`src/rtl/char_scan_decoder.sv`:
```
// Receive side of the 4-character column-scan display: reassembles scanned
// 4x4 glyphs, reverse-maps them to hex codes and publishes complete frames.
module char_scan_decoder (
  input  logic        clk,
  input  logic        reset,
  input  logic        scan_valid,
  input  logic [3:0]  column,
  input  logic [3:0]  line,
  output logic        char_valid,
  output logic [3:0]  char_data,
  output logic [1:0]  char_index,
  output logic        char_error,
  output logic [15:0] frame,
  output logic        frame_valid,
  output logic        sync_error,
  output logic        locked
);

  typedef enum logic {
    HUNT    = 1'b0,
    CAPTURE = 1'b1
  } state_e;

  state_e      state_q;
  logic [3:0]  expected_q;
  logic [15:0] glyph_q;
  logic [11:0] shadow_q;
  logic        bad_q;

  logic        char_valid_q;
  logic [3:0]  char_data_q;
  logic [1:0]  char_index_q;
  logic        char_error_q;
  logic [15:0] frame_q;
  logic        frame_valid_q;
  logic        sync_error_q;
  logic        locked_q;

  logic [1:0]  col_c;
  logic [1:0]  char_pos;
  logic [15:0] glyph_d;
  logic [3:0]  dec_code;
  logic        dec_err;

  assign col_c    = column[1:0];
  assign char_pos = column[3:2];

  // Column 0 starts a fresh glyph so stale pixels never leak into a new char.
  always_comb begin
    // NOTE: every always_comb output gets a default first so no latch is inferred.
    glyph_d = (col_c == 2'd0) ? 16'h0000 : glyph_q;
    glyph_d[4'd15 - {2'b00, col_c}] = line[3];
    glyph_d[4'd11 - {2'b00, col_c}] = line[2];
    glyph_d[4'd7  - {2'b00, col_c}] = line[1];
    glyph_d[4'd3  - {2'b00, col_c}] = line[0];
  end

  // Reverse glyph map on the glyph including the current column.
  always_comb begin
    dec_code = 4'h0;
    dec_err  = 1'b0;
    case (glyph_d)
      16'hF99F: dec_code = 4'h0;
      16'hF22F: dec_code = 4'h1;
      16'hF24F: dec_code = 4'h2;
      16'hF71F: dec_code = 4'h3;
      16'h99F1: dec_code = 4'h4;
      16'hF8F7: dec_code = 4'h5;
      16'h8F9F: dec_code = 4'h6;
      16'hF111: dec_code = 4'h7;
      16'hEBD7: dec_code = 4'h8;
      16'hF9F1: dec_code = 4'h9;
      16'hF9F9: dec_code = 4'hA;
      16'hCADA: dec_code = 4'hB;
      16'hF88F: dec_code = 4'hC;
      16'hE99E: dec_code = 4'hD;
      16'hFE8F: dec_code = 4'hE;
      16'hF8E8: dec_code = 4'hF;
      default:  dec_err  = 1'b1;
    endcase
  end

  always_ff @(posedge clk) begin
    // NOTE: sequential state uses non-blocking assignments only, so every
    // register sees the pre-edge value of its neighbours.
    if (reset) begin
      state_q       <= HUNT;
      expected_q    <= 4'd0;
      glyph_q       <= 16'h0000;
      // NOTE: the shadow frame buffer is reset explicitly; a partial frame
      // from before reset must never surface in a later frame.
      shadow_q      <= 12'h000;
      bad_q         <= 1'b0;
      char_valid_q  <= 1'b0;
      char_data_q   <= 4'h0;
      char_index_q  <= 2'd0;
      char_error_q  <= 1'b0;
      frame_q       <= 16'h0000;
      frame_valid_q <= 1'b0;
      sync_error_q  <= 1'b0;
      locked_q      <= 1'b0;
    end else begin
      char_valid_q  <= 1'b0;
      frame_valid_q <= 1'b0;
      sync_error_q  <= 1'b0;

      if (scan_valid) begin
        case (state_q)
          HUNT: begin
            if (column == 4'd0) begin
              glyph_q    <= glyph_d;
              expected_q <= 4'd1;
              bad_q      <= 1'b0;
              state_q    <= CAPTURE;
              locked_q   <= 1'b1;
            end
          end

          CAPTURE: begin
            if (column == expected_q) begin
              glyph_q    <= glyph_d;
              expected_q <= expected_q + 4'd1;
              if (column == 4'd0) bad_q <= 1'b0;

              if (col_c == 2'd3) begin
                char_valid_q <= 1'b1;
                char_data_q  <= dec_code;
                char_index_q <= char_pos;
                char_error_q <= dec_err;
                if (dec_err) bad_q <= 1'b1;

                case (char_pos)
                  2'd0:    shadow_q[3:0]  <= dec_code;
                  2'd1:    shadow_q[7:4]  <= dec_code;
                  2'd2:    shadow_q[11:8] <= dec_code;
                  default: begin
                    // Char 3 completes the frame; publish only if all four were clean.
                    if (!bad_q && !dec_err) begin
                      frame_q       <= {dec_code, shadow_q};
                      frame_valid_q <= 1'b1;
                    end
                  end
                endcase
              end
            end else begin
              sync_error_q <= 1'b1;
              if (column == 4'd0) begin
                glyph_q    <= glyph_d;
                expected_q <= 4'd1;
                bad_q      <= 1'b0;
              end else begin
                glyph_q    <= 16'h0000;
                expected_q <= 4'd0;
                state_q    <= HUNT;
                locked_q   <= 1'b0;
              end
            end
          end

          default: begin
            state_q  <= HUNT;
            locked_q <= 1'b0;
          end
        endcase
      end
    end
  end

  assign char_valid  = char_valid_q;
  assign char_data   = char_data_q;
  assign char_index  = char_index_q;
  assign char_error  = char_error_q;
  assign frame       = frame_q;
  assign frame_valid = frame_valid_q;
  assign sync_error  = sync_error_q;
  assign locked      = locked_q;

endmodule

```
`config.mk`:
```
export PLATFORM = sky130hd
export DESIGN_NAME = char_scan_decoder
export DESIGN_NICKNAME = d
export VERILOG_FILES = /design/src/rtl/char_scan_decoder.sv
export SDC_FILE = /design/constraint.sdc
export NUM_CORES = 1
export LEC_CHECK = 0
export CAP_MARGIN = 20
export CORE_MARGIN = 3
export CORE_UTILIZATION = 48
export DETAILED_ROUTE_END_ITERATION = 8
export MAX_ROUTING_LAYER = met4
export PLACE_DENSITY_LB_ADDON = 0.08
export SLEW_MARGIN = 20
export SYNTH_ARGS = -nofsm -noshare
export SYNTH_HDL_FRONTEND = slang
export SYNTH_SLANG_ARGS = --single-unit
```
`constraint.sdc`:
```
create_clock -name clk -period 3.8 [get_ports clk]
set_input_delay 0.57 -clock clk [delete_from_list [all_inputs] [get_ports clk]]
set_output_delay 0.57 -clock clk [all_outputs]
set_load 0.01 [all_outputs]
```
==> impl_metrics.ini, run 1 <==
[run_status]
run_status = completed

[clock_network]
postCtsSetupBuffers = 0
htreeDepth = 3
clk_path_buf_depth = 2
tritoncts.num_buffers = 9
clock_latency_ps = 340
postCtsHoldBufs = 0
cts_resized = 0
cts_sinks = 61
cts_tree = yes
clk_pin_slew_ps = 80
clock-root-buffer = clkbuf_8

[power_and_ir_drop]
seqPwrFrac_pct = 47.2
switching_share_pct = 25.9
power.share.clock_pct = 43.5
internal-power_mw = 1.01
combPwrFrac_pct = 9.2
p_leak_nw = 1.50
vdd_drop_max_mv = 0.242
switching_power_mw = 0.352
p_per_area_nw_per_um2 = 304

[timing]
clock_skew_ps = 12.4
setup_ws_ps = 405
slew_headroom_pct = 29.6
rsz0062_at_grt = false
final_max_slew_viol_count = 0
setup_tns_ps = 0
setup_viol = 0
hold_violations = 0
tightest_slew_ps = 1060
period_minus_slack_ps = 3400
fin_crit_sh_pct = 89.3
fmax_mhz = 295

[die]
fp.coreArea_um2 = 7410
die_x_um = 94.2
io_pins = 38
rows = 31
die_area_um2 = 8870
die_h_um = 94.2
start_util_pct = 50.4

[finish]
final_cell_mix = 69 x nor2_1, 61 x dfxtp_1, 50 x nand2_1
final_cells = 607
nNetsFinal = 515
area_growth_pct = 20.0
diodes = 0
postLayoutCellArea_um2 = 4480
drive_gt1_share_pct = 13.0
fill_cells = 663
final_common_cell = nor2_1

[global_route]
grt_pass1_wl_um = 17800
grt_pass1_vias = 3525
grt_usage_pct = 26.5
overflow = 0
grt_max_degree = 60
antenna_found_initial = 0

[setup_path]
reg2reg_depth = 9
worstSetupPathType = in -> reg
crit_arrival_ps = 3580
end_kind = register
worstPathRequired_ps = 3980
critPathMaxFanout = 46
worst_setup_path_start_kind = primary input

[logic_synthesis]
synth_area_per_cell_um2 = 8.15
ys.flop_type = dfxtp_1
synth_seq_area_share_pct = 32.7
synth_edf_count = 0
synth.distinct_cells = 71
syn_inst = 458
ys.warnings.count = 0
synthArstFlopShare_pct = 0
synth_seq_cells = 61
synth_area_um2 = 3730
syn_nets = 470

[run]
maxCapViolCount = 0

[place]
dp_hpwl_um = 7840
place_area_um2 = 4280
place_ws_ps = 152
io_buffers = 37
gp_congestion = 0.990
dp.cells = 591

[detailed_routing]
drtIter0Drc = 448
vias = 3676
wire_per_inst_um = 17.7
viasPerCell = 6.06
wl_um = 10700
drcViolationCount = 0
ant_nets = 0
drt_first_pass_iters = 9

[worst_hold_path]
hold-path-cell-count = 2
hold_class = reg -> reg
## stage by stage
stage / hold WS, ps / power (mW) / utilization (%)
2_1_floorplan: 449 / 0.742 / -
3_3_place_gp: 450 / 0.779 / 57.7
3_5_place_dp: 457 / 0.780 / 57.7
4_1_cts: 470 / 1.37 / 60.5
5_1_grt: 492 / 1.41 / 60.5
6_report: 465 / 1.36 / 60.5
## cell type report
class                      count  area, um2  share of cell area, %
sequential                    61       1220                   27.3
clock inverter                 5       60.1                   1.34
timing repair buffer          61        583                   13.0
clock buffer                  11        141                   3.16
tap                           99        124                   2.77
inverter                       5       18.8                  0.419
multi-input combinational    365       2330                   52.0
## synth_stat cells (7+ instances only)
cell type  instances  area, um2
nor2_1            69        259
nand3_1           10       50.1
nand2_1           50        188
and2_1             7       43.8
nor3_1            21        105
dfxtp_1           61       1220
mux2i_1           25        250
clkbuf_1          12       45.0
a21oi_1           26        130
o21ai_0           17       85.1
a22oi_1           12       90.1
nand4_1           13       81.3
nor4_1            10       62.6
## cell families (layout without fill, tap and decap cells)
logic type | after synthesis | after routing | share of synthesized area [%]
flops | 61 | 61 | 32.7
mux | 27 | 27 | 7.31
buf+inv | 32 | 82 | 4.83
fa+ha+maj | 1 | 1 | 0.335
simple gates | 231 | 231 | 33.5
xor+xnor | 8 | 8 | 2.28
compound gates | 98 | 98 | 19.1
## worst max-delay path, cell delays in order
cell	delay, ps
clkdlybuf4s50_1	500
buf_12	230
nor2b_1	80
o21ai_0	410
nand4_1	270
buf_4	230
nor3_1	400
nor4_4	110
a41oi_4	260
buf_12	200
mux2i_1	240
nor2_1	60
## sequential cells by signal, indices dropped and copies added (netlist names)
register,flops
bad_q,1
char_data,4
char_error,1
char_index,2
char_valid,1
expected_q,4
frame,16
frame_valid,1
glyph_q,16
locked,1
shadow_q,12
state_q,1
sync_error,1
## worst paths after layout
path	startpoint	end	slack (ps)
max	column[1]	frame[0]$_SDFFE_PP0P_	400
min	char_index[1]$_SDFFE_PP0P_	char_index[1]$_SDFFE_PP0P_	460
max reg2reg	glyph_q[0]$_SDFFE_PP0P_	frame[0]$_SDFFE_PP0P_	960
min reg2reg	char_index[1]$_SDFFE_PP0P_	char_index[1]$_SDFFE_PP0P_	460
## power by group through the flow
stage	registers, mW	clock network [mW]	logic, mW
2_1_floorplan	0.657	0	0.0852
3_3_place_gp	0.658	0	0.122
3_5_place_dp	0.658	0	0.123
4_1_cts	0.643	0.604	0.123
5_1_grt	0.643	0.632	0.136
6_report	0.643	0.593	0.126
## metal layers
metal | global-route usage (%) | share of wire [%] | up-vias
met5 | - | 0 | -
met1 | 37.5 | 47 | 1721
met2 | 37.4 | 44 | 161
met4 | 9.27 | 1.9 | 0
met3 | 5.37 | 7.1 | 24
li1 | - | - | 1770
No activity file was read; power rests on OpenSTA's default activity.
==> inputs of run 2 (changes only) <==
--- a/config.mk
+++ b/config.mk
@@ -7,7 +7,7 @@
 export LEC_CHECK = 0
 export CAP_MARGIN = 20
 export CORE_MARGIN = 3
-export CORE_UTILIZATION = 48
+export CORE_UTILIZATION = 35
 export DETAILED_ROUTE_END_ITERATION = 8
 export MAX_ROUTING_LAYER = met4
 export PLACE_DENSITY_LB_ADDON = 0.08
==> run 2 against run 1 <==
Effect of this change: first-iteration DRC count fell by 40%; critical endpoint is now frame[14]$_SDFFE_PP0P_; register-to-register slack about the same; wire length grew 4.9%; power rose by 0.41%.
==> impl_metrics.ini, run 2 (synthesized netlist as in run 1, its figures left out) <==
[clock_network]
htreeDepth = 3
cts_tree = yes
postCtsHoldBufs = 0
cts_resized = 0
clk_path_buf_depth = 2
clock_latency_ps = 340
postCtsSetupBuffers = 0
tritoncts.num_buffers = 9
cts_sinks = 61
clk_pin_slew_ps = 80
clock-root-buffer = clkbuf_8

[setup_path]
worstPathRequired_ps = 4040
worstSetupPathType = in -> reg
cp_num_buf_inv = 3
cpPeakStageDelay_ps = 540
end_kind = register
critical-path-slowest-cell = nor4_2
critPathMaxFanout = 46
worst_setup_path_start_kind = primary input
crit_chain = clkdlybuf4s50_1 -> buf_12 -> nand2_1 -> o32ai_1 -> nand2_1 -> nor4_2 -> nor4_4 -> a41oi_4 -> buf_12 -> nor2_1 -> a311oi_1
crit_family = simple AND/OR/NAND/NOR gates
crit_arrival_ps = 3570

[finish]
nNetsFinal = 512
fin_util_pct = 43.4
postLayoutCellArea_um2 = 4500
final_common_cell = nor2_1
final_cells = 640
fill_cells = 1071
final_cell_mix = 69 x nor2_1, 61 x dfxtp_1, 50 x nand2_1
regArea_um2 = 1220
area_growth_pct = 20.6
diodes = 0
drive_gt1_share_pct = 12.3
multi_input_area_um2 = 2330

[die]
rows = 37
io_pins = 38
start_util_pct = 36.0
die_h_um = 109
die_area_um2 = 11900
fp.coreArea_um2 = 10400
die_x_um = 109

[timing]
hold_violations = 0
setup_viol = 0
tightest_slew_ps = 1030
fin_crit_sh_pct = 87.8
period_minus_slack_ps = 3340
clock_skew_ps = 12.2
setup_tns_ps = 0
slew_headroom_pct = 31.1
rsz0062_at_grt = false
final_max_slew_viol_count = 0
fmax_mhz = 300

[power_and_ir_drop]
p_total_mw = 1.37
vdd_drop_max_mv = 0.182
p_per_area_nw_per_um2 = 304
p_leak_nw = 1.49

[place]
place_area_um2 = 4300
gp_congestion = 0.932
dp_hpwl_um = 8500
io_buffers = 37
dp.cells = 625

[detailed_routing]
wire_per_inst_um = 17.6
viasPerCell = 5.55
drt_first_pass_iters = 4
vias = 3554
wl_um = 11300
drtIter0Drc = 269
ant_nets = 0
drcViolationCount = 0

[global_route]
grt_pass1_vias = 3425
overflow = 0
grt_pass1_wl_um = 18300
grt_max_degree = 60
grt_usage_pct = 20.6
antenna_found_initial = 0

[run]
maxCapViolCount = 0

[run_status]
run_status = completed

[worst_hold_path]
hold_class = reg -> reg
[run 2: layer usage]
metal / track usage (%) / share of wire [%] / vias to the layer above / routed length [um]
li1: - / - / 1766 / -
met1: 29.3 / 51 / 1672 / 5730
met2: 29.3 / 43 / 103 / 4790
met3: 4.09 / 4.9 / 13 / 556
met4: 6.14 / 1.6 / 0 / 179
met5: - / 0 / - / 0
[run 2: cell type report]
class,count,share of cell area [%]
Clock inverter,3,0.973
Inverter,5,0.417
Sequential cell,61,27.1
Clock buffer,12,3.45
Multi-Input combinational cell,365,51.8
Tap cell,136,3.78
Timing Repair Buffer,58,12.5
[run 2: where the power goes]
group	leakage [nW]	internal, mW	switching (mW)
Clock	0.103	0.337	0.260
Combinational	0.894	0.0468	0.0802
Sequential	0.491	0.641	0.00242
[run 2: worst paths after layout]
path / startpoint / endpoint / slack [ps] / cells past startpoint
setup reg to reg: glyph_q[6]$_SDFFE_PP0P_ / frame[14]$_SDFFE_PP0P_ / 950 / 9
setup / recovery: column[1] / frame[14]$_SDFFE_PP0P_ / 460 / 11
hold reg to reg: char_data[3]$_SDFFE_PP0P_ / char_data[3]$_SDFFE_PP0P_ / 470 / 2
hold / removal: char_data[3]$_SDFFE_PP0P_ / char_data[3]$_SDFFE_PP0P_ / 470 / 2
[run 2: stage by stage]
stage,worst slack [ps],hold WS (ps)
floorplan,869,449
global placement,68.4,454
detailed placement,150,461
CTS,500,471
global route,257,482
finish,464,467
[run 2: tightest hold or removal path: stages (launching register included)]
cell,delay [ps]
dfxtp_1,310
nand2_1,50
a21oi_1,50
